## src/rtl/wb_gpio_pkg.sv

```systemverilog
// wb_gpio_pkg: register offsets and IRQ_EDGE polarity encoding shared by the GPIO block.
package wb_gpio_pkg;
    localparam logic [2:0] OFF_OUT   = 3'd0;
    localparam logic [2:0] OFF_IN    = 3'd1;
    localparam logic [2:0] OFF_DIR   = 3'd2;
    localparam logic [2:0] OFF_IEN   = 3'd3;
    localparam logic [2:0] OFF_IST   = 3'd4;
    localparam logic [2:0] OFF_IEDGE = 3'd5;
    localparam logic       EDGE_RISE = 1'b1;
    localparam logic       EDGE_FALL = 1'b0;
endpackage

```

## src/rtl/gpio_sync.sv

```systemverilog
// gpio_sync: per-bit pad synchroniser with one-cycle delay copy and rising/falling edge pulses.
module gpio_sync #(
    parameter int GW          = 8,
    parameter int SYNC_STAGES = 2
) (
    input  logic          clk,
    input  logic          rst_n,
    input  logic [GW-1:0] i_d,
    output logic [GW-1:0] o_q,
    output logic [GW-1:0] o_rise,
    output logic [GW-1:0] o_fall
);
    logic [SYNC_STAGES-1:0][GW-1:0] r_sync;
    logic [GW-1:0]                  r_dly;
    logic [SYNC_STAGES:0]           r_vld;
    logic [GW-1:0]                  w_en;

    always_ff @(posedge clk or negedge rst_n)
        if (!rst_n) begin
            r_sync <= '0;
            r_dly  <= '0;
            r_vld  <= '0;
        end else begin
            r_sync <= {r_sync[SYNC_STAGES-2:0], i_d};
            r_dly  <= r_sync[SYNC_STAGES-1];
            r_vld  <= {r_vld[SYNC_STAGES-1:0], 1'b1};
        end

    // Edges are masked until both the synchroniser and the delay copy hold real pad samples.
    assign w_en   = {GW{r_vld[SYNC_STAGES]}};
    assign o_q    = r_sync[SYNC_STAGES-1];
    assign o_rise = w_en & o_q & ~r_dly;
    assign o_fall = w_en & ~o_q & r_dly;
endmodule

```

## src/rtl/wb_gpio_multi.sv

```systemverilog
// wb_gpio_multi: Wishbone GPIO block with OUT/IN/DIR registers.
// Define WB_GPIO_MULTI_IRQ_EN to add edge interrupts (IRQ_EN, IRQ_STAT, IRQ_EDGE, irq_o).
module wb_gpio_multi
    import wb_gpio_pkg::*;
#(
    parameter int GW          = 8,
    parameter int AW          = 32,
    parameter int DW          = 32,
    parameter int SW          = DW >> 3,
    parameter int SYNC_STAGES = 2
) (
    input  logic          clk,
    input  logic          rst_n,
    input  logic [GW-1:0] gpio_i,
    output logic [GW-1:0] gpio_o,
    output logic [GW-1:0] gpio_oe,
    output logic          irq_o,
    input  logic [AW-1:0] i_wb_adr,
    input  logic [SW-1:0] i_wb_sel,
    input  logic          i_wb_we,
    input  logic [DW-1:0] i_wb_dat,
    output logic [DW-1:0] o_wb_dat,
    input  logic          i_wb_cyc,
    input  logic          i_wb_stb,
    output logic          o_wb_ack,
    output logic          o_wb_err
);
    logic [GW-1:0] w_sync, w_rise, w_fall, w_wd, w_mask, r_out, r_dir;
    logic [DW-1:0] w_rd, r_dat;
    logic [2:0]    w_off;
    logic          w_acc, w_bad, w_wr, r_ack, r_err, w_unused;

    gpio_sync #(.GW(GW), .SYNC_STAGES(SYNC_STAGES)) u_sync (
        .clk    (clk),
        .rst_n  (rst_n),
        .i_d    (gpio_i),
        .o_q    (w_sync),
        .o_rise (w_rise),
        .o_fall (w_fall)
    );

    assign w_off = i_wb_adr[4:2];
    assign w_acc = i_wb_cyc & i_wb_stb & ~r_ack & ~r_err;
    assign w_bad = w_off > OFF_IEDGE;
    assign w_wr  = w_acc & ~w_bad & i_wb_we;
    assign w_wd  = i_wb_dat[GW-1:0];

    genvar i;
    for (i = 0; i < GW; i++) begin : g_mask
        assign w_mask[i] = i_wb_sel[i/8];
    end

    function automatic logic [GW-1:0] f_upd(input logic [GW-1:0] q);
        return (q & ~w_mask) | (w_wd & w_mask);
    endfunction

`ifdef WB_GPIO_MULTI_IRQ_EN
    logic [GW-1:0] r_ien, r_ist, r_edge, w_hit, w_clr;
    logic          r_irq;

    for (i = 0; i < GW; i++) begin : g_hit
        assign w_hit[i] = (r_edge[i] == EDGE_RISE) ? w_rise[i] : w_fall[i];
    end

    assign w_clr = (w_wr && w_off == OFF_IST) ? (w_wd & w_mask) : '0;

    // A fresh edge is ORed in after the clear so it survives a coincident W1C.
    always_ff @(posedge clk or negedge rst_n)
        if (!rst_n) begin
            r_ien  <= '0;
            r_ist  <= '0;
            r_edge <= '0;
            r_irq  <= 1'b0;
        end else begin
            if (w_wr && w_off == OFF_IEN) r_ien <= f_upd(r_ien);
            if (w_wr && w_off == OFF_IEDGE) r_edge <= f_upd(r_edge);
            r_ist <= (r_ist & ~w_clr) | w_hit;
            r_irq <= |(r_ist & r_ien);
        end

    assign irq_o    = r_irq;
    assign w_unused = &{1'b0, i_wb_adr, i_wb_dat, i_wb_sel};
`else
    assign irq_o    = 1'b0;
    assign w_unused = &{1'b0, i_wb_adr, i_wb_dat, i_wb_sel, w_rise, w_fall};
`endif

    always_comb begin
        w_rd = '0;
        case (w_off)
            OFF_OUT:   w_rd = DW'(r_out);
            OFF_IN:    w_rd = DW'(w_sync);
            OFF_DIR:   w_rd = DW'(r_dir);
`ifdef WB_GPIO_MULTI_IRQ_EN
            OFF_IEN:   w_rd = DW'(r_ien);
            OFF_IST:   w_rd = DW'(r_ist);
            OFF_IEDGE: w_rd = DW'(r_edge);
`endif
            default:   w_rd = '0;
        endcase
    end

    always_ff @(posedge clk or negedge rst_n)
        if (!rst_n) begin
            r_ack <= 1'b0;
            r_err <= 1'b0;
            r_dat <= '0;
            r_out <= '0;
            r_dir <= '0;
        end else begin
            r_ack <= w_acc & ~w_bad;
            r_err <= w_acc & w_bad;
            r_dat <= (w_acc & ~w_bad & ~i_wb_we) ? w_rd : '0;
            if (w_wr && w_off == OFF_OUT) r_out <= f_upd(r_out);
            if (w_wr && w_off == OFF_DIR) r_dir <= f_upd(r_dir);
        end

    assign gpio_o   = r_out;
    assign gpio_oe  = r_dir;
    assign o_wb_ack = r_ack;
    assign o_wb_err = r_err;
    assign o_wb_dat = r_dat;
endmodule

```

## config.mk

```make
export PLATFORM = sky130hd
export DESIGN_NAME = wb_gpio_multi
export DESIGN_NICKNAME = d
export VERILOG_FILES = /design/src/rtl/wb_gpio_pkg.sv /design/src/rtl/gpio_sync.sv /design/src/rtl/wb_gpio_multi.sv
export SDC_FILE = /design/constraint.sdc
export NUM_CORES = 1
export LEC_CHECK = 0
export CORE_ASPECT_RATIO = 0.9
export CORE_MARGIN = 2
export CORE_UTILIZATION = 31
export CTS_BUF_LIST = sky130_fd_sc_hd__clkbuf_4 sky130_fd_sc_hd__clkbuf_8
export DETAILED_ROUTE_END_ITERATION = 8
export PLACE_DENSITY = 0.81
export SYNTH_ARGS = -nofsm -noshare
export SYNTH_HDL_FRONTEND = slang
export SYNTH_SLANG_ARGS = --single-unit
```

## constraint.sdc

```tcl
create_clock -name clk -period 1.5 [get_ports clk]
set_input_delay 0.15 -clock clk [delete_from_list [all_inputs] [get_ports clk]]
set_output_delay 0.15 -clock clk [all_outputs]
set_load 0.02 [all_outputs]
```

==> flow_metrics.env <==
export IMPL_grt_overflow=0
export IMPL_synth_area_top_cells="dfrtp_1 60%, buf_4 11%, mux2_2 10%"
export IMPL_io_pins=132
export IMPL_finalWirelength_mm=3.77
export IMPL_io_buffers=50
export IMPL_cts_root_buffer_cell="clkbuf_8"
export IMPL_cp_slowest_cell="dfrtp_1"
export IMPL_cts_clk_slew_worst_paths_ps=80
export IMPL_synth_top_area_share_pct=59.5
export IMPL_drive_gt1_share_pct=29.5
export IMPL_cts_made_buffers=5
export IMPL_hold_path_class="primary input to asynchronous set/reset pin"
export IMPL_diodes=0
export IMPL_startpoint_type="register"
export IMPL_final_nets=274
export IMPL_path_class="register to register"
export IMPL_fin_crit_ps=1570
export IMPL_p_int_mw=1.82
export IMPL_rsz0062_at_grt="true"
export IMPL_hold_slack_ps=247
export IMPL_yosysTopAreaCell="dfrtp_1"
export IMPL_seq_power_share_pct=51.1
export IMPL_power_density_nw_per_um2=992
export IMPL_dp_hpwl_mm=2.78
export IMPL_max_freq_ghz=0.637
export IMPL_drc=0
export IMPL_critical_path_buf_inv_count=1
export IMPL_fill_cells=522
export IMPL_synth_cell_type_count=17
export IMPL_cts_tree="built"
export IMPL_failed_checks="negative setup slack"
export IMPL_cap_violations=0
export IMPL_route_detailed_wl_per_inst_um=14.3
export IMPL_power_frac_comb_pct=20.6
export IMPL_yosys_warnings=0
export IMPL_antenna_found_initial=0
export IMPL_seq_area_frac_synth_pct=59.5
export IMPL_rows=26
export IMPL_drtAntennaViolNets=0
export IMPL_status="finished with violations"
export IMPL_required_ps=1670
export IMPL_period_share_pct=105
export IMPL_synth_seq_cells=42
export IMPL_end_kind="register"
export IMPL_clkSinkCount=42
export IMPL_gp_congestion=0.716
export IMPL_vias_per_cell=4.13
export IMPL_syn2layout_area_growth_pct=41.4
export IMPL_final_common_cell="clkdlybuf4s50_1"
export IMPL_cts_path_max_buffers=2
export IMPL_fin_worst_skew_ps=8.01
export IMPL_slowest_delay_ps=390
export IMPL_avgSynthCellArea_um2=13.7
export IMPL_final_cell_mix="45 x clkdlybuf4s50_1, 41 x dfrtp_1, 25 x conb_1, 12 x mux2_4"
export IMPL_dieArea_um2=6320
export IMPL_dp_slack_ps=-298
export IMPL_cp_max_fo=4
export IMPL_grt_max_degree=17
export IMPL_grt_use_total_pct=12.5
export IMPL_grt_pass1_vias=1151
export IMPL_syn_area_um2=1770
export IMPL_hold_violations=0
export IMPL_worstPathCellList="nand4bb_4 -> nor4b_4 -> buf_4 -> mux2_2"
export IMPL_p_sw_mw=0.650
export IMPL_p_leak_nw=1.17
export IMPL_initial_core_util_pct=31.6
export IMPL_core_um2=5600
export IMPL_die_height_um=75.6
export IMPL_clock_latency_ps=290
export IMPL_switching_share_pct=26.3
export IMPL_finalSetupViolations=16
export IMPL_peakVddDrop_uv=389
export IMPL_clkPwrFrac_pct=28.3
export IMPL_path_delay_family="simple AND/OR/NAND/NOR gates"
export IMPL_grt_pass1_wl_mm=5.82
export IMPL_syn_inst=129
export IMPL_drt_pass1_iterations=4
export IMPL_route_vias_total=1087
export IMPL_maxSlewViolCount=0
export IMPL_htreeDepth=2
export IMPL_drtIter0Drc=69
export IMPL_timing_final_ws_setup_ps=-69.2
export IMPL_die_w_um=83.5
export IMPL_arrival_ps=1740
-- power groups by stage --
| stage | logic [mW] | registers [mW] | clock network (mW) |
|---|---|---|---|
| final | 0.511 | 1.27 | 0.699 |
| after global routing | 0.546 | 1.28 | 0.787 |
| after CTS | 0.511 | 1.26 | 0.722 |
| after detailed placement | 0.489 | 1.28 | 0 |
| after global placement | 0.479 | 1.28 | 0 |
| after floorplan | 0.217 | 1.35 | 0 |
-- layer usage --
layer	up-vias	GRT usage (%)	part of all wire (%)
met3	6	4.77	7.6
met5	-	0	0
met1	538	13.1	38
met2	39	22.8	53
met4	0	6.09	1.4
li1	504	-	-
-- synth_stat cells (all sizes together) --
library cell / n
nand3b: 1
a21oi: 9
nor4: 1
clkbuf: 3
conb: 1
and2b: 1
or2: 8
dfrtp: 42
nor4b: 1
buf: 26
nor2: 1
mux2i: 8
or3: 1
mux2: 16
nand4bb: 1
nand2: 9
-- path summary, 6_finish.rpt --
check,from,to,slack [ps],cells after the start
hold / removal,rst_n,u_sync.o_q[6],250,2
setup / recovery,o_wb_ack,register,-70,4
min in group clk,gpio_i[6],u_sync.r_sync[6],300,1
setup reg to reg,o_wb_ack,register,-70,4
hold reg to reg,u_sync.r_sync[3],u_sync.o_q[3],340,0
max in group asynchronous,rst_n,asynchronous set/reset pin,760,3
-- stage by stage --
step / power [mW] / instance area, um2 / cells / setup TNS [ps] / utilization [%]
2_1_floorplan: 1.56 / 1860 / 153 / -3010 / -
3_3_place_gp: 1.76 / 2320 / 255 / -5190 / 41.5
3_5_place_dp: 1.77 / 2320 / 255 / -6410 / 41.5
4_1_cts: 2.50 / 2460 / 263 / -739 / 43.9
5_1_grt: 2.61 / 2500 / 263 / -1720 / 44.6
6_report: 2.48 / 2500 / 263 / -499 / 44.6
-- final cells by class --
cell class | instances | area [um2] | area share [%]
flip-flops and latches | 42 | 1050 | 42.2
multi-input cells | 82 | 671 | 26.9
well taps | 70 | 87.6 | 3.51
clock buffers | 7 | 83.8 | 3.36
repair buffers | 62 | 602 | 24.1
-- repair_timing --
action	CTS	global route
setup buffers	0	0
hold buffers	1	0
pin swaps	3	0
resized for setup	13	11
cloned	0	0
endpoints found under the setup margin	25	25
hold endpoints to repair	10	0
-- logic make-up after synthesis --
group                  synth area share (%)
AO/OA/AOI/OAI                          2.55
flip-flops                             59.5
other                                 0.212
AND/OR/NAND/NOR                        11.1
multiplexers                           14.7
buffers and inverters                  11.9
No activity file was read; power rests on OpenSTA's default activity.
